[src/rtl/pipe_ctrl_pkg.sv]
// Shared types for the pipeline sequencer: FSM states, next-PC select codes
// and the bundle of per-register write-enable/flush controls.
package pipe_ctrl_pkg;

    typedef enum logic [1:0] {
        S_RUN      = 2'd0,
        S_MEM_WAIT = 2'd1,
        S_ERR      = 2'd2
    } state_t;

    localparam logic [1:0] PC_SEL_SEQ = 2'b00;
    localparam logic [1:0] PC_SEL_ID  = 2'b01;
    localparam logic [1:0] PC_SEL_EX  = 2'b10;

    typedef struct packed {
        logic       pc_we;
        logic [1:0] pc_sel;
        logic       ifid_we;
        logic       ifid_flush;
        logic       idex_we;
        logic       idex_flush;
        logic       exmem_we;
        logic       memwb_we;
        logic       memwb_flush;
    } ctrl_t;

    // Every register held, every bubble inserted: used in reset and on halt.
    function automatic ctrl_t ctrl_kill();
        ctrl_t c;
        c = '{pc_we: 1'b0, pc_sel: PC_SEL_SEQ, ifid_we: 1'b0, ifid_flush: 1'b1,
              idex_we: 1'b0, idex_flush: 1'b1, exmem_we: 1'b0, memwb_we: 1'b0,
              memwb_flush: 1'b1};
        return c;
    endfunction

    // Whole pipe frozen behind an outstanding data access; WB receives a bubble.
    function automatic ctrl_t ctrl_freeze();
        ctrl_t c;
        c = '{pc_we: 1'b0, pc_sel: PC_SEL_SEQ, ifid_we: 1'b0, ifid_flush: 1'b0,
              idex_we: 1'b0, idex_flush: 1'b0, exmem_we: 1'b0, memwb_we: 1'b0,
              memwb_flush: 1'b1};
        return c;
    endfunction

    // Hazard/redirect resolution once memory is not blocking, highest priority first.
    // A flushed register also has its load enable dropped.
    function automatic ctrl_t ctrl_run(input logic ex_br, input logic stall,
                                       input logic id_br, input logic fetch_ok);
        ctrl_t c;
        c = '{pc_we: 1'b1, pc_sel: PC_SEL_SEQ, ifid_we: 1'b1, ifid_flush: 1'b0,
              idex_we: 1'b1, idex_flush: 1'b0, exmem_we: 1'b1, memwb_we: 1'b1,
              memwb_flush: 1'b0};
        if (ex_br) begin
            c.pc_sel     = PC_SEL_EX;
            c.ifid_we    = 1'b0;
            c.ifid_flush = 1'b1;
            c.idex_we    = 1'b0;
            c.idex_flush = 1'b1;
        end else if (stall) begin
            // A JAL seen alongside the stall is dropped; it is re-presented next cycle.
            c.pc_we      = 1'b0;
            c.ifid_we    = 1'b0;
            c.idex_we    = 1'b0;
            c.idex_flush = 1'b1;
        end else if (id_br) begin
            c.pc_sel     = PC_SEL_ID;
            c.ifid_we    = 1'b0;
            c.ifid_flush = 1'b1;
        end else if (!fetch_ok) begin
            c.pc_we      = 1'b0;
            c.ifid_we    = 1'b0;
            c.ifid_flush = 1'b1;
        end
        return c;
    endfunction

endpackage

[src/rtl/pipe_perf_cnt.sv]
// Saturating event counter for pipeline performance statistics.
module pipe_perf_cnt
    import pipe_ctrl_pkg::*;
#(
    parameter int CNT_W = 32
) (
    input  logic             clk,
    input  logic             rst,
    input  logic             inc,
    output logic [CNT_W-1:0] cnt
);

    always_ff @(posedge clk) begin
        if (rst) begin
            cnt <= '0;
        end else if (inc && (cnt != '1)) begin
            cnt <= cnt + CNT_W'(1);
        end
    end

endmodule

[src/rtl/pipe_ctrl.sv]
// Pipeline sequencer for the 5-stage core: PC/pipeline-register controls,
// memory-wait freeze and bus-timeout halt. Define PIPE_CTRL_PERF_EN for perf counters.
module pipe_ctrl
    import pipe_ctrl_pkg::*;
#(
    parameter int MEM_TIMEOUT = 16,
    parameter int CNT_W       = 32
) (
    input  logic             clk,
    input  logic             rst,
    input  logic             id_stall,
    input  logic             id_branch_flag,
    input  logic             ex_branch_flag,
    input  logic             if_ready,
    input  logic             mem_req,
    input  logic             mem_ready,
    output logic             pc_we,
    output logic [1:0]       pc_sel,
    output logic             ifid_we,
    output logic             ifid_flush,
    output logic             idex_we,
    output logic             idex_flush,
    output logic             exmem_we,
    output logic             memwb_we,
    output logic             memwb_flush,
    output logic             halt,
    output logic [CNT_W-1:0] perf_stall_cnt,
    output logic [CNT_W-1:0] perf_flush_cnt
);

    localparam logic [7:0] TCNT_LAST = 8'(MEM_TIMEOUT - 1);

    state_t     state;
    logic [7:0] tcnt;
    ctrl_t      ctrl;
    logic       mem_block;
    logic       run_active;

    assign mem_block = mem_req && !mem_ready;

    // Rules 2..6 are evaluated in S_RUN when memory is not blocking, and on the
    // release cycle of S_MEM_WAIT so the completing access costs no extra cycle.
    assign run_active = !rst && (((state == S_RUN) && !mem_block) ||
                                 ((state == S_MEM_WAIT) && mem_ready));

    // NOTE: every combinational output gets a default first so no latch is inferred.
    always_comb begin
        ctrl = ctrl_kill();
        halt = 1'b0;
        if (!rst) begin
            case (state)
                S_RUN, S_MEM_WAIT: begin
                    if (run_active) ctrl = ctrl_run(ex_branch_flag, id_stall, id_branch_flag, if_ready);
                    else            ctrl = ctrl_freeze();
                end
                S_ERR:   halt = 1'b1;
                default: ctrl = ctrl_kill();
            endcase
        end
    end

    assign pc_we       = ctrl.pc_we;
    assign pc_sel      = ctrl.pc_sel;
    assign ifid_we     = ctrl.ifid_we;
    assign ifid_flush  = ctrl.ifid_flush;
    assign idex_we     = ctrl.idex_we;
    assign idex_flush  = ctrl.idex_flush;
    assign exmem_we    = ctrl.exmem_we;
    assign memwb_we    = ctrl.memwb_we;
    assign memwb_flush = ctrl.memwb_flush;

    // NOTE: state registers use non-blocking assignments so every flop samples pre-edge values.
    always_ff @(posedge clk) begin
        if (rst) begin
            state <= S_RUN;
            tcnt  <= '0;
        end else begin
            case (state)
                S_RUN: begin
                    if (mem_block) begin
                        state <= S_MEM_WAIT;
                        tcnt  <= 8'd1;
                    end
                end
                S_MEM_WAIT: begin
                    if (mem_ready) begin
                        state <= S_RUN;
                        tcnt  <= '0;
                    end else if (tcnt == TCNT_LAST) begin
                        state <= S_ERR;
                    end else begin
                        tcnt <= tcnt + 8'd1;
                    end
                end
                S_ERR:   state <= S_ERR;
                default: state <= S_RUN;
            endcase
        end
    end

`ifdef PIPE_CTRL_PERF_EN
    logic stall_fire;
    logic flush_fire;

    assign stall_fire = run_active && !ex_branch_flag && id_stall;
    assign flush_fire = run_active && (ex_branch_flag || (!id_stall && id_branch_flag));

    pipe_perf_cnt #(.CNT_W(CNT_W)) u_stall_cnt (
        .clk (clk),
        .rst (rst),
        .inc (stall_fire),
        .cnt (perf_stall_cnt)
    );

    pipe_perf_cnt #(.CNT_W(CNT_W)) u_flush_cnt (
        .clk (clk),
        .rst (rst),
        .inc (flush_fire),
        .cnt (perf_flush_cnt)
    );
`else
    assign perf_stall_cnt = '0;
    assign perf_flush_cnt = '0;
`endif

endmodule
[config.mk]
export PLATFORM = sky130hd
export DESIGN_NAME = pipe_ctrl
export DESIGN_NICKNAME = d
export VERILOG_FILES = /design/src/rtl/pipe_ctrl_pkg.sv /design/src/rtl/pipe_perf_cnt.sv /design/src/rtl/pipe_ctrl.sv
export SDC_FILE = /design/constraint.sdc
export NUM_CORES = 1
export LEC_CHECK = 0
export CORE_UTILIZATION = 31
export DETAILED_ROUTE_END_ITERATION = 8
export HOLD_SLACK_MARGIN = 0.15
export PLACE_DENSITY = 0.87
export RECOVER_POWER = 100
export SLEW_MARGIN = 20
export SYNTH_ARGS = -nofsm -noshare
export SYNTH_HDL_FRONTEND = slang
export SYNTH_HIERARCHICAL = 1
export SYNTH_SLANG_ARGS = --single-unit
[constraint.sdc]
create_clock -name clk -period 1.8 [get_ports clk]
set_input_delay 0.18 -clock clk [delete_from_list [all_inputs] [get_ports clk]]
set_output_delay 0.18 -clock clk [all_outputs]
set_load 0.02 [all_outputs]
==> results of run 1 <==
## power by group
| group | total (mW) | internal (mW) | switching [mW] |
|---|---|---|---|
| clock network | 0.205 | 0.123 | 0.0817 |
| logic | 0.238 | 0.0558 | 0.183 |
| registers | 0.231 | 0.226 | 0.00497 |
| total | 0.674 | 0.405 | 0.269 |
## flip-flops by register name, indices dropped and copies added (netlist names)
name	count
state	2
tcnt	8
## per-layer routing
layer / global-route usage / wire length [um] / vias to the layer above
met3: 0.0357 / 205 / 2
met2: 0.180 / 876 / 59
met1: 0.0892 / 698 / 391
met4: 0.0286 / 15 / 0
li1: - / - / 436
met5: 0 / 0 / -
## what timing repair did
action | in CTS | in global routing
pin swaps | 0 | 1
endpoints found under the setup margin | 10 | 4
resized for setup | 11 | 4
## stage by stage
stage / worst slack (ns) / cell area, sq um
final: 0.115 / 1170
after global routing: 0.0126 / 1170
after CTS: 0.0294 / 1190
after detailed placement: -0.240 / 1160
after global placement: -0.182 / 1160
after floorplan: 0.0514 / 1340
## worst min-delay path: cells and delay by family (launching register included)
family,cells,cell delay (ns)
DFF,1,0.32
AOI/OAI and AO/OA,2,0.14
## path summary, 6_finish.rpt
path | to | slack, ns | cells after the start
setup / recovery | pc_sel[1] | 0.12 | 6
hold / removal | tcnt[1] | 0.50 | 2
setup reg to reg | tcnt[7] | 0.12 | 5
hold reg to reg | tcnt[1] | 0.50 | 2
## cell families (layout without fill, tap and decap cells)
group	count (synthesis)	after routing	share of synthesized area
other	1	64	0.00341
adder cells (fa/ha/maj)	1	1	0.0114
flip-flops	10	10	0.182
AND/OR/NAND/NOR	44	44	0.207
buffers and inverters	71	36	0.465
AO/OA/AOI/OAI	24	24	0.131
## Yosys cell counts (2+ instances only)
cell type  number
a21oi_1         8
nand3_1         4
nor2_1         15
a31oi_1         2
dfxtp_1        10
clkbuf_1        2
o21ai_0         6
inv_1           3
nand2_1         4
nor3_1          5
and3_1          4
nor4_1          2
or3_1           2
and2_1          2
buf_4          65
## area by class of cell
cell class              instances  area (sq um)
clock buffers                   4          36.3
fillers                       381          2190
inverters                       3          11.3
multi-input cells             133           633
flip-flops and latches         10           201
well taps                      46          57.6
repair buffers                 29           233
==> results.cfg, run 1 <==
[timing]
worst_slew_pin_slew_ns = 0.521
hold_viol = 0
final.setup_skew_ns = 0.000231
slew_violations = 0
slew_headroom = 0.652
fmax_mhz = 594
rsz0062_at_grt = false
period_needed_ns = 1.68
post-route-period-util = 0.936
setup_tns_ns = 0
holdWs_ns = 0.502
setup_viol = 0

[grt]
grt_max_degree = 12
grt_overflow = 0
grt_usage = 0.0927
antenna_found_initial = 0
grt_pass1_wl_um = 2610
grt_pass1_vias = 651

[clock_network]
clk_pin_slew_ns = 0.07
cts_buffer_depth = 2
holdBufCountCts = 0
cts_tree = yes
cts_buffers = 3
clock_latency_ns = 0.27
cts_sinks = 10
htree_levels = 1
cts_setup_buffers = 0
cts-root-buf = clkbuf_4

[worst_setup_path]
critPathKind = in2out
path_cells = clkdlybuf4s50_1 -> nor2_1 -> o21ai_2 -> inv_1 -> and2_1 -> dlygate4sd2_1
cp.required_ns = 1.62
crit_arrival_ns = 1.50
path_buf_inv = 3
cp-startpoint = mem_req
cp_max_fo = 5
crit_path_end_kind = output port
cp-start-kind = input pin
rr_startpoint = tcnt[0]
cpLargestDelayFamily = buffers and inverters
critPathMaxStageDelay_ns = 0.48
cpMaxStageDelayCell = clkdlybuf4s50_1

[yosys]
synth_area_sq_mm = 0.00110
seq_area_frac_synth = 0.182
yosys_warnings = 6
synth_ff_type = dfxtp_1
syn_avg_cell_area_sq_um = 7.28
synth.distinct_cells = 32
synthTopCellsByArea = buf_4 (44%), dfxtp_1 (18%), nor2_1 (5.1%), a21oi_1 (3.6%), o21ai_0 (2.7%)
synthCells = 151
ys_ff_latch = 10
synth_edf_count = 0
async_flop_share = 0
synth.largest_area_cell = buf_4
yosysTopAreaCellShare = 0.444

[routing]
dr.pass1.iters = 4
vias = 888
remaining_drc_errors = 0
wl_per_cell_um = 7.98
drt_iter0_drc = 49
wl_um = 1800
via_per_inst = 3.95
final_antenna_net_count = 0

[place]
placed_cells_incl_taps = 221
io_buffers = 18
place_hpwl_um = 1490
place_congestion = 0.900

[final_layout]
final_nets = 189
drive_gt1_frac = 0.101
fin_util = 0.349
final_common_cell = conb_1
syn2layout_area_growth_pct = 6.60
final_cells = 225
layout_common_cells = conb_1 (64), nor2_1 (15), dlygate4sd2_1 (9), dfxtp_1 (9), a21oi_1 (8)
antenna_cells = 0

[min_path]
hold_start = tcnt[1]
min_path_type = reg2reg

[die]
die_h_um = 61.6
row_count = 21
top_level_ports = 83
die_x_um = 61.6
dieArea_sq_mm = 0.00379
core-area_sq_mm = 0.00336
initial_core_util = 0.327

[power]
peakVddDrop_mv = 0.178
leakage_nw = 0.582
power.density_mw_per_mm2 = 575
power_mw = 0.674

[job]
maxCapViolCount = 0

[run_status]
outcome = finished, final reports clean
(Power assumes the default switching activity.)
==> run 2: changes to the inputs <==
--- a/config.mk
+++ b/config.mk
@@ -8,6 +8,7 @@
 export CORE_UTILIZATION = 31
 export DETAILED_ROUTE_END_ITERATION = 8
 export HOLD_SLACK_MARGIN = 0.15
+export MAX_ROUTING_LAYER = met4
 export PLACE_DENSITY = 0.87
 export RECOVER_POWER = 100
 export SLEW_MARGIN = 20
==> results of run 2 <==
Same layout as run 1: the final DEF is identical, and so are final timing and power.
Main changes from that run: final weighted congestion in routability-driven placement 0.900 -> 0.916; overall routing resource usage 0.0927 -> 0.0956
==> run 3: changes to the inputs <==
--- a/config.mk
+++ b/config.mk
@@ -7,7 +7,6 @@
 export LEC_CHECK = 0
 export CORE_UTILIZATION = 31
 export DETAILED_ROUTE_END_ITERATION = 8
-export HOLD_SLACK_MARGIN = 0.15
 export MAX_ROUTING_LAYER = met4
 export PLACE_DENSITY = 0.87
 export RECOVER_POWER = 100
==> results of run 3 <==
Same layout as run 1: the final DEF is identical, and so are final timing and power.
Main changes from that run: final weighted congestion in routability-driven placement 0.900 -> 0.916; overall routing resource usage 0.0927 -> 0.0956
